===== src/rtl/shift164_if.sv =====
// Byte-load handshake plus the serial lines that drive a downstream 74LS164.
// master = upstream byte producer, slave = shift164_driver.
interface shift164_if;
  logic [7:0] din;
  logic       load;
  logic       ready;
  logic       ds;
  logic       sck;
  logic       clr_n;
  logic       done;

  modport master (output din, load, input ready, ds, sck, clr_n, done);
  modport slave  (input din, load, output ready, ds, sck, clr_n, done);
endinterface


===== src/rtl/shift164_driver.sv =====
// Serialises a byte MSB-first into a 74LS164 (DS to DSA/DSB, SCK to CP, CLR_n to MR_n).
// Define SHIFT164_CLEAR_EN to pulse CLR_n low for HALF_DIV cycles before every frame.
module shift164_driver #(
  parameter int unsigned HALF_DIV = 2
) (
  input  logic       cp_i,
  input  logic       mr_n_i,
  shift164_if.slave  bus,
  output logic [2:0] state_o
);

  // Handshake: a byte is taken on a cp_i edge where load=1 and ready=1; ready is high only in IDLE.
  typedef enum logic [2:0] {
    S_IDLE  = 3'd0,
`ifdef SHIFT164_CLEAR_EN
    S_CLEAR = 3'd1,
`endif
    S_SETUP = 3'd2,
    S_HIGH  = 3'd3,
    S_DONE  = 3'd4
  } state_e;

  localparam logic [7:0] HC_LAST = 8'(HALF_DIV - 1);

  state_e     state_q, state_d;
  logic [7:0] hcnt_q, hcnt_d;
  logic [2:0] bcnt_q, bcnt_d;
  logic [7:0] sreg_q, sreg_d;
  logic       ready_q, ready_d;
  logic       ds_q, ds_d;
  logic       sck_q, sck_d;
  logic       clr_n_q, clr_n_d;
  logic       done_q, done_d;
  logic       phase_end;

  always_ff @(posedge cp_i or negedge mr_n_i) begin
    if (!mr_n_i) begin
      state_q <= S_IDLE;
      hcnt_q  <= '0;
      bcnt_q  <= '0;
      sreg_q  <= '0;
      ready_q <= 1'b1;
      ds_q    <= 1'b0;
      sck_q   <= 1'b0;
      clr_n_q <= 1'b0;
      done_q  <= 1'b0;
    end else begin
      state_q <= state_d;
      hcnt_q  <= hcnt_d;
      bcnt_q  <= bcnt_d;
      sreg_q  <= sreg_d;
      ready_q <= ready_d;
      ds_q    <= ds_d;
      sck_q   <= sck_d;
      clr_n_q <= clr_n_d;
      done_q  <= done_d;
    end
  end

  always_comb begin
    state_d   = state_q;
    hcnt_d    = hcnt_q;
    bcnt_d    = bcnt_q;
    sreg_d    = sreg_q;
    phase_end = (hcnt_q == HC_LAST);

    case (state_q)
      S_IDLE: begin
        if (bus.load && ready_q) begin
          sreg_d = bus.din;
          bcnt_d = '0;
          hcnt_d = '0;
`ifdef SHIFT164_CLEAR_EN
          state_d = S_CLEAR;
`else
          state_d = S_SETUP;
`endif
        end
      end
`ifdef SHIFT164_CLEAR_EN
      S_CLEAR: begin
        if (phase_end) begin
          hcnt_d  = '0;
          state_d = S_SETUP;
        end else begin
          hcnt_d = hcnt_q + 8'd1;
        end
      end
`endif
      S_SETUP: begin
        if (phase_end) begin
          hcnt_d  = '0;
          state_d = S_HIGH;
        end else begin
          hcnt_d = hcnt_q + 8'd1;
        end
      end
      S_HIGH: begin
        if (phase_end) begin
          hcnt_d = '0;
          if (bcnt_q == 3'd7) begin
            state_d = S_DONE;
          end else begin
            sreg_d  = {sreg_q[6:0], 1'b0};
            bcnt_d  = bcnt_q + 3'd1;
            state_d = S_SETUP;
          end
        end else begin
          hcnt_d = hcnt_q + 8'd1;
        end
      end
      S_DONE:  state_d = S_IDLE;
      default: state_d = S_IDLE;
    endcase
  end

  // Outputs are decoded from the next state so each register lines up with the state it describes.
  always_comb begin
    ready_d = (state_d == S_IDLE);
    sck_d   = (state_d == S_HIGH);
    done_d  = (state_d == S_DONE);
`ifdef SHIFT164_CLEAR_EN
    clr_n_d = (state_d != S_CLEAR);
`else
    clr_n_d = 1'b1;
`endif
    case (state_d)
      S_SETUP: ds_d = sreg_d[7];
      S_HIGH:  ds_d = ds_q;
      default: ds_d = 1'b0;
    endcase
  end

  assign bus.ready = ready_q;
  assign bus.ds    = ds_q;
  assign bus.sck   = sck_q;
  assign bus.clr_n = clr_n_q;
  assign bus.done  = done_q;
  assign state_o   = state_q;

endmodule


===== src/flat_wrapper.sv =====
// flat-port wrapper written by rule: the top's interface ports become plain ports
module shift164_driver_flat 
#(
  parameter int unsigned HALF_DIV = 2
)
  (cp_i, mr_n_i, state_o, bus_din, bus_load, bus_ready, bus_ds, bus_sck, bus_clr_n, bus_done);
  shift164_if bus_i ();
  input  logic cp_i;
  input  logic mr_n_i;
  output logic [2:0] state_o;
  input wire logic [$bits(bus_i.din)-1:0] bus_din;
  input wire logic [$bits(bus_i.load)-1:0] bus_load;
  output wire logic [$bits(bus_i.ready)-1:0] bus_ready;
  output wire logic [$bits(bus_i.ds)-1:0] bus_ds;
  output wire logic [$bits(bus_i.sck)-1:0] bus_sck;
  output wire logic [$bits(bus_i.clr_n)-1:0] bus_clr_n;
  output wire logic [$bits(bus_i.done)-1:0] bus_done;
  assign bus_i.din = bus_din;
  assign bus_i.load = bus_load;
  assign bus_ready = bus_i.ready;
  assign bus_ds = bus_i.ds;
  assign bus_sck = bus_i.sck;
  assign bus_clr_n = bus_i.clr_n;
  assign bus_done = bus_i.done;
  shift164_driver #(.HALF_DIV(HALF_DIV)) u_core (.cp_i(cp_i), .mr_n_i(mr_n_i), .bus(bus_i), .state_o(state_o));
endmodule

===== config.mk =====
export PLATFORM = sky130hd
export DESIGN_NAME = shift164_driver_flat
export DESIGN_NICKNAME = d
export VERILOG_FILES = /design/src/rtl/shift164_if.sv /design/src/rtl/shift164_driver.sv /design/src/flat_wrapper.sv
export SDC_FILE = /design/constraint.sdc
export NUM_CORES = 1
export LEC_CHECK = 0
export CORE_AREA = 2 2 53 55
export DETAILED_ROUTE_END_ITERATION = 10
export DIE_AREA = 0 0 55 57
export PLACE_DENSITY = 0.84
export SLEW_MARGIN = 20
export SYNTH_ARGS = -nofsm -noshare
export SYNTH_HDL_FRONTEND = slang
export SYNTH_SLANG_ARGS = --single-unit

===== constraint.sdc =====
create_clock -name cp_i -period 2.4 [get_ports cp_i]
set_input_delay 0.48 -clock cp_i [delete_from_list [all_inputs] [get_ports cp_i]]
set_output_delay 0.48 -clock cp_i [all_outputs]
set_load 0.03 [all_outputs]

After elaboration in Yosys (flattened, before gate mapping)
Index checks and enable logic that the tools add are counted.
{"block": "word_totals", "register_bits": 27, "word_cells": 47, "output_inout_bits": 8, "input_bits": 11}
{"block": "op_classes", "reduce_logical": 8, "n_eq_ne": 10, "muxes": 17, "addsub": 2}
{"cell": "two-way mux 8 bit", "count": 5}
{"cell": "case mux 8 bit (2 select lines)", "count": 2}
{"cell": "two-way mux 3 bit", "count": 7}
{"cell": "equality test 3 x 2 -> 1 bit (second input constant)", "count": 4}
{"cell": "case mux 3 bit (3 select lines)", "count": 1}
{"cell": "adder 8 x 1 -> 8 bit (second input constant)", "count": 1}
{"cell": "equality test 8 x 1 -> 1 bit (second input constant)", "count": 1}
{"cell": "equality test 3 bit (second input constant)", "count": 2}
{"cell": "zero test 3 bit", "count": 2}
{"cell": "case mux 3 bit (2 select lines)", "count": 1}
{"cell": "!= test 2 x 1 -> 1 bit (second input constant)", "count": 2}
{"cell": "AND reduction 4 bit", "count": 1}
{"cell": "nonzero test 2 bit", "count": 2}
{"cell": "adder 3 x 1 -> 3 bit (second input constant)", "count": 1}
{"cell": "!= test 2 bit (second input constant)", "count": 1}
{"cell": "case mux 1 bit (2 select lines)", "count": 1}
{"cell": "AND reduction 2 bit", "count": 1}
{"cell": "OR reduction 2 bit", "count": 1}
{"cell": "logical AND 1 bit", "count": 1}

Logic depth before layout (Yosys ltp)
Gate-level depths: netlist (run 1).
{"block": "depth", "ltp_word": 6, "ltp_mapped": 8, "ltp_nobuf": 6}

Worst setup path before layout (run 1)
No wires, ideal clock.
{"block": "synth_path", "kind": "reg-to-reg", "start": "reg u_core.hcnt_q[4]", "end": "reg u_core.ds_q, in the netlist u_core.bus.ds", "slack_ns": 0.435, "path_stages_with_launch": 6, "required_ns": 2.272, "synth_period_minus_slack_ns": 1.965, "arrival_ns": 1.837, "cell_sequence": "dfrtp_1 or4_4 buf_6 or3_4 a311oi_2 o2bb2ai_1"}
{"block": "synth_via", "elab_chain_len": 5}
{"element": "start: declaration", "line": "shift164_driver.sv:26", "source": "logic [7:0] hcnt_q, hcnt_d;"}
{"element": "start signal: assignment", "line": "shift164_driver.sv:49", "source": "hcnt_q <= hcnt_d;"}
{"element": "equality test 8 x 1 -> 1 bit *", "line": "shift164_driver.sv:65", "source": "phase_end = (hcnt_q == HC_LAST);"}
{"element": "two-way mux 3 bit (on tied branches)", "line": "shift164_driver.sv:99, shift164_driver.sv:91"}
{"element": "case mux 3 bit (3 select lines)", "line": "shift164_driver.sv:67", "source": "case (state_q)"}
{"element": "equality test 3 x 2 -> 1 bit", "line": "shift164_driver.sv:127", "source": "case (state_d)"}
{"element": "case mux 1 bit (2 select lines)", "line": "shift164_driver.sv:127"}
{"element": "end signal: assignment", "line": "shift164_driver.sv:53", "source": "ds_q <= ds_d;"}
{"element": "end: declaration", "line": "shift164_driver.sv:30", "source": "logic ds_q, ds_d;"}
Mark *: on every way between the ends. The rest lies on a longest branch, timed or not. The select of a mux whose other input is x is not followed.
A chain may end at the register's enable or synchronous reset.

Worst setup path in the final report (run 1)
{"block": "layout_path", "start": "reg u_core.bcnt_q[0]", "end": "reg u_core.ds_q, in the netlist u_core.bus.ds"}
{"block": "layout_via", "elab_chain_len": 6}
{"element": "start: declaration", "line": "shift164_driver.sv:27", "source": "logic [2:0] bcnt_q, bcnt_d;"}
{"element": "start signal: assignment", "line": "shift164_driver.sv:50", "source": "bcnt_q <= bcnt_d;"}
{"element": "equality test 3 bit *", "line": "shift164_driver.sv:101", "source": "if (bcnt_q == 3'd7) begin"}
{"element": "two-way mux 3 bit", "line": "shift164_driver.sv:101"}
{"element": "two-way mux 3 bit", "line": "shift164_driver.sv:99", "source": "if (phase_end) begin"}
{"element": "case mux 3 bit (3 select lines)", "line": "shift164_driver.sv:67"}
{"element": "equality test 3 x 2 -> 1 bit", "line": "shift164_driver.sv:127"}
{"element": "case mux 1 bit (2 select lines)", "line": "shift164_driver.sv:127"}
Marked as above.

==> impl_metrics.ini, run 1 <==
[outcome]
status = completed

[global_route]
grt_max_degree = 17
first_global_vias = 1017
grt_antenna_before_repair = 0
grt_pass1_wl_mm = 4.498
grtUsageTotal = 0.1902
grt-ovfl-total = 0

[logic_synthesis]
synth_edf_count = 0
synth_largest_area_cell = dfrtp_1
avgSynthCellArea_sq_um = 10.65
synth_seq_area_share = 0.5128
synthFlopType = dfrtp_1
synth_top_family_by_area = compound AO/OA/AOI/OAI gates
synth-adder-area-share = 0.03791
synthCells = 124
synth_top_area_share = 0.4929
ys_async_sr_fraction = 1.000
yosys_warnings = 0
synth_common_cells = dfrtp_1 (26), nand2_1 (11), o21ai_0 (8)
synth_area_sq_mm = 0.001320
ys_ff_latch = 27
synth_cell_type_count = 42
synth.area.top_cells = dfrtp_1 (49%), ha_1 (3.8%), a21o_1 (3.4%)
synth_nets = 139
synth_compound_area_frac = 0.1991
synth_xor_area_frac = 0.01327
synthMostInstantiatedCell = dfrtp_1
synthSimpleGateAreaFrac = 0.1943
synth_mux_area_frac = 0

[floorplanning]
dieWidth_um = 55
die_h_um = 57
initial_core_util = 0.5048
core_region_area_sq_mm = 0.002615
die-area_sq_mm = 0.003135
io_pins = 19
rows = 19

[worst_setup_path]
worstSetupEndpointType = register
crit_family = simple AND/OR/NAND/NOR gates
path_cells = ha_1 -> ha_1 -> nand4bb_1 -> or3_4 -> a311oi_2 -> o2bb2ai_1
startpoint_type = register
cpMostUsedCell = ha_1
crit_fanout = 5
path_buf_inv = 0
slowest_stage = dfrtp_1
worstSetupPathType = register to register
slowest_delay_ns = 0.43
r2r_start = u_core.bcnt_q[0]
worst_ep_required_time_ns = 2.61
worstSetupStartpoint = u_core.bcnt_q[0]
cp.arrival_ns = 2.31

[cells_and_area]
multiInputGateArea_sq_um = 590.6
num_antenna_cells = 0
nNetsFinal = 160
fin_cells = 175
final-seq-area_sq_um = 676.9
fillCellCount = 231
drive_gt1_frac = 0.09028
fin_area_sq_mm = 0.001562
area_growth_pct = 18.29

[run]
cap_violations = 0

[timing]
final.setup.tns_ns = 0
timing.final.crit_share = 0.8750
rsz0062_at_grt = no
hold_viol = 0
layout_min_cycle_time_ns = 2.100
max_slew_margin = 0.6136
hold-worst-slack_ns = 0.5025
skew_ns = 0.005672
maxClockFrequency_ghz = 0.4762
slew_violations = 0
finalSetupViolations = 0
tightestPinTransition_ns = 0.5778

[place]
dp_hpwl_mm = 1.975
place_area_sq_mm = 0.001531
place.gp.congestion = 0.8508
placed_cells = 171
io_buffers = 18

[cts]
cts_setup_buffers = 0
clock_latency_ns = 0.31
cts_inserted_buffers = 3
cts_root_buffer = clkbuf_4
clk_pin_slew_worst_paths_ns = 0.14
cts-hold-fix-buffers = 0
cts_resized = 0
cts_sinks = 27
htree_levels = 1
tritoncts = yes
clock_path_buffers = 2

[routing]
drt_iter0_drc = 27
drt-pass1-iter-count = 4
wl_mm = 2.562
drc_errors = 0
viasPerCell = 5.840
antenna_left = 0
wire_per_inst_um = 14.64
num_vias = 1022

[pwr]
p_seq_frac = 0.674
clockPowerShare = 0.281
switching_share = 0.2073
p_sw_uw = 140.3
leakage_nw = 0.7210
p_comb_frac = 0.045
power_density_mw_per_mm2 = 433.4
p_int_uw = 536.4
ir_drop_uv = 366.9
finalPower_uw = 676.7

[hold_path]
hp-start = u_core.sreg_q[4]
hold_path_class = register to register
[power by group through the flow]
stage	clock, mW	combinational, mW	sequential, mW
floorplan	0	0.000519	0.467
global placement	0	0.0302	0.465
detailed placement	0	0.0309	0.465
CTS	0.202	0.0310	0.456
global route	0.218	0.0332	0.456
finish	0.190	0.0304	0.456
[final timing paths]
check                      depth (start not counted)               end  slack [ns]
max                                                6     u_core.bus.ds        0.30
min                                                1  u_core.sreg_q[4]        0.50
max reg2reg                                        6     u_core.bus.ds        0.30
min reg2reg                                        1  u_core.sreg_q[4]        0.50
max in group asynchronous                          2  u_core.sreg_q[5]        1.27
min in group asynchronous                          1   u_core.bus.done        0.51
[cells by family (layout without fill, tap and decap cells)]
family	Yosys count	count (layout)
adders and majority gates	4	4
other	1	1
AOI/OAI and AO/OA	37	37
xor gates and xnor gates	2	2
and+or+nand+nor	42	42
DFF	27	27
buffers and inverters	11	31
[registers in the layout, summed over array words and instances, names as in the netlist]
name / flops
u_core.bcnt_q: 3
u_core.bus.clr_n: 1
u_core.bus.done: 1
u_core.bus.ds: 1
u_core.bus.ready: 1
u_core.bus.sck: 1
u_core.hcnt_q: 8
u_core.sreg_q: 8
u_core.state_o: 3
[metal layers]
metal / up-vias / global-route usage / part of all wire
met4: 0 / 0.04878 / 0.0066
li1: 493 / - / -
met1: 507 / 0.2656 / 0.46
met3: 2 / 0.02880 / 0.039
met5: - / 0 / 0
met2: 20 / 0.3078 / 0.50
[cells in the final DEF, fill, tap and decap left out, types with 4 or more instances in the layout]
master           netlist  routed
nand2_1               11      11
ha_1                   4       4
o21ai_0                8       8
a21oi_1                5       5
dfrtp_1               26      26
inv_1                  6       6
clkdlybuf4s50_1        0      18
a21o_1                 6       6
nor2_1                 4       4
a22o_1                 5       5
[worst register-to-register path: cells and delay by family, from the launching register on]
| kind | cells | cell delay [ns] |
|---|---|---|
| simple gates | 2 | 0.71 |
| flops | 1 | 0.43 |
| compound gates | 2 | 0.43 |
| fa+ha+maj | 2 | 0.44 |
[per-stage QoR]
| stage | setup WS [ns] | util |
|---|---|---|
| 2_1_floorplan | 0.4350 | - |
| 3_3_place_gp | 0.1912 | 0.5856 |
| 3_5_place_dp | 0.1293 | 0.5856 |
| 4_1_cts | 0.2874 | 0.5971 |
| 5_1_grt | 0.1137 | 0.5971 |
| 6_report | 0.3000 | 0.5971 |
[final cells by class]
class                           instances  share of cell area
Clock buffer                            3             0.01442
Clock inverter                          1            0.004808
Inverter                                6             0.01442
Multi-Input combinational cell         86              0.3782
Sequential cell                        27              0.4335
Tap cell                               31             0.02484
Timing Repair Buffer                   21              0.1298
Power figures use the tool's default switching activity.
==> inputs of run 2 (changes only) <==
- CORE_AREA: 2 2 53 55 -> 2 2 56 58
- DIE_AREA: 0 0 55 57 -> 0 0 58 60
- PLACE_DENSITY: 0.84 -> 0.8
- clock period: 2.4 -> 1.9 ns (I/O delays scaled with it)
==> impl_metrics.ini, run 2 (synthesized netlist as in run 1, its figures left out) <==
[worst_setup_path]
r2r_setup_slack_ns = 0.02
crit_fanout = 7
r2r_end = u_core.bus.ds
slowest_delay_ns = 0.59
worstSetupEndpointType = register
r2r_cells = 4
slowest_stage = or4_4
path_cells = or4_4 -> or3_4 -> a311oi_2 -> o2bb2ai_1
cp.arrival_ns = 2.13
startpoint_type = register
worstSetupPathType = register to register
worst_ep_required_time_ns = 2.15
r2r_start = u_core.hcnt_q[4]

[cells_and_area]
fin_util = 0.6155
drive_gt1_frac = 0.2515
top_regs = u_core.hcnt_q: 8 flops, u_core.sreg_q: 8 flops
fillCellCount = 246
final_common_cell = dfrtp_1
mostFrequentLayoutCells = dfrtp_1 (25), buf_4 (23), clkdlybuf4s50_1 (14)
area_growth_pct = 35.36
nNetsFinal = 183
num_antenna_cells = 0

[cts]
htree_levels = 1
clk_pin_slew_worst_paths_ns = 0.16
clock_latency_ns = 0.35
cts_inserted_buffers = 3
clock_path_buffers = 2
cts_root_buffer = clkbuf_4
cts_sinks = 27
cts-hold-fix-buffers = 0
tritoncts = yes

[global_route]
grt-ovfl-total = 0
first_global_vias = 1104
grt_antenna_before_repair = 0
grt_pass1_wl_mm = 4.850
grt_max_degree = 20
grtUsageTotal = 0.1829

[floorplanning]
die_h_um = 60
dieWidth_um = 58
core_region_area_sq_mm = 0.002903
io_pins = 19
initial_core_util = 0.4547
rows = 20
die-area_sq_mm = 0.003480

[timing]
skew_ns = 0.02144
max_slew_margin = 0.6616
maxClockFrequency_ghz = 0.5331
tightestPinTransition_ns = 0.5060
hold_viol = 0
finalSetupViolations = 0
hold-worst-slack_ns = 0.3435
slew_violations = 0
timing.final.crit_share = 0.9873
rsz0062_at_grt = yes
final.setup.tns_ns = 0
layout_min_cycle_time_ns = 1.876

[routing]
wl_mm = 2.950
wire_per_inst_um = 14.75
drt_iter0_drc = 31
viasPerCell = 5.505
num_vias = 1101
antenna_left = 0
drt-pass1-iter-count = 5
drc_errors = 0

[place]
io_buffers = 18
place.gp.congestion = 0.8242
dp_hpwl_mm = 2.093

[pwr]
power_density_mw_per_mm2 = 492.4
ir_drop_uv = 614.7
leakage_nw = 0.8540
finalPower_uw = 879.8

[run]
cap_violations = 0

[outcome]
status = completed

[hold_path]
hold_path_class = primary input to async pin
run 2: how the worst max path moves through the flow:
| stage | startpoint | slack, ns | end | cells after the start |
|---|---|---|---|---|
| 6_report | u_core.hcnt_q[4] | 0.02 | u_core.bus.ds | 4 |
| 3_3_place_gp | bus_load | -0.01 | u_core.hcnt_q[7] | 5 |
| 2_1_floorplan | u_core.hcnt_q[4] | 0.004 | u_core.sreg_q[6] | 6 |
| 5_1_grt | u_core.hcnt_q[5] | -0.02 | u_core.bus.ds | 4 |
| 3_5_place_dp | bus_load | -0.13 | u_core.hcnt_q[7] | 5 |
| 4_1_cts | u_core.hcnt_q[5] | -0.005 | u_core.bus.ds | 4 |
run 2: power by group:
group,internal (mW),switching [mW]
logic,0.0242,0.0179
registers,0.576,0.000236
clock network,0.0793,0.182
run 2: final cells by class:
class,instances,area [sq um],share of cell area
timing repair buffer,44,390.4,0.2185
sequential,27,678.2,0.3796
clock buffer,3,22.52,0.01261
multi-input combinational,86,626.9,0.3508
inverter,6,22.52,0.01261
clock inverter,1,5.005,0.002801
tap,33,41.29,0.02311
run 2: critical path, delay by kind of cell (launching register included):
| family | cells | cell delay, ns |
|---|---|---|
| simple gates | 2 | 1.01 |
| compound gates | 2 | 0.36 |
| flops | 1 | 0.41 |
run 2: layer usage:
metal	GRT usage	vias up	wire, um
met1	0.2368	519	1365
met3	0.02381	6	120
met2	0.3052	31	1402
met5	0	-	0
met4	0.08638	0	62
li1	-	545	-
run 2: stage by stage:
step           cells  area, sq um  worst slack, ns
6_report         200         1787          0.02418
5_1_grt          200         1787         -0.01751
4_1_cts          196         1712        -0.005043
3_5_place_dp     192         1689          -0.1281
3_3_place_gp     192         1689         -0.01202
2_1_floorplan    124         1320         0.003672
run 2: timing repair:
| action | 4_1_cts | 5_1_grt |
|---|---|---|
| endpoints found under the setup margin | 5 | 9 |
| buffers inserted | 0 | 4 |
| gates resized for setup | 4 | 9 |
| pin swaps | 1 | 5 |
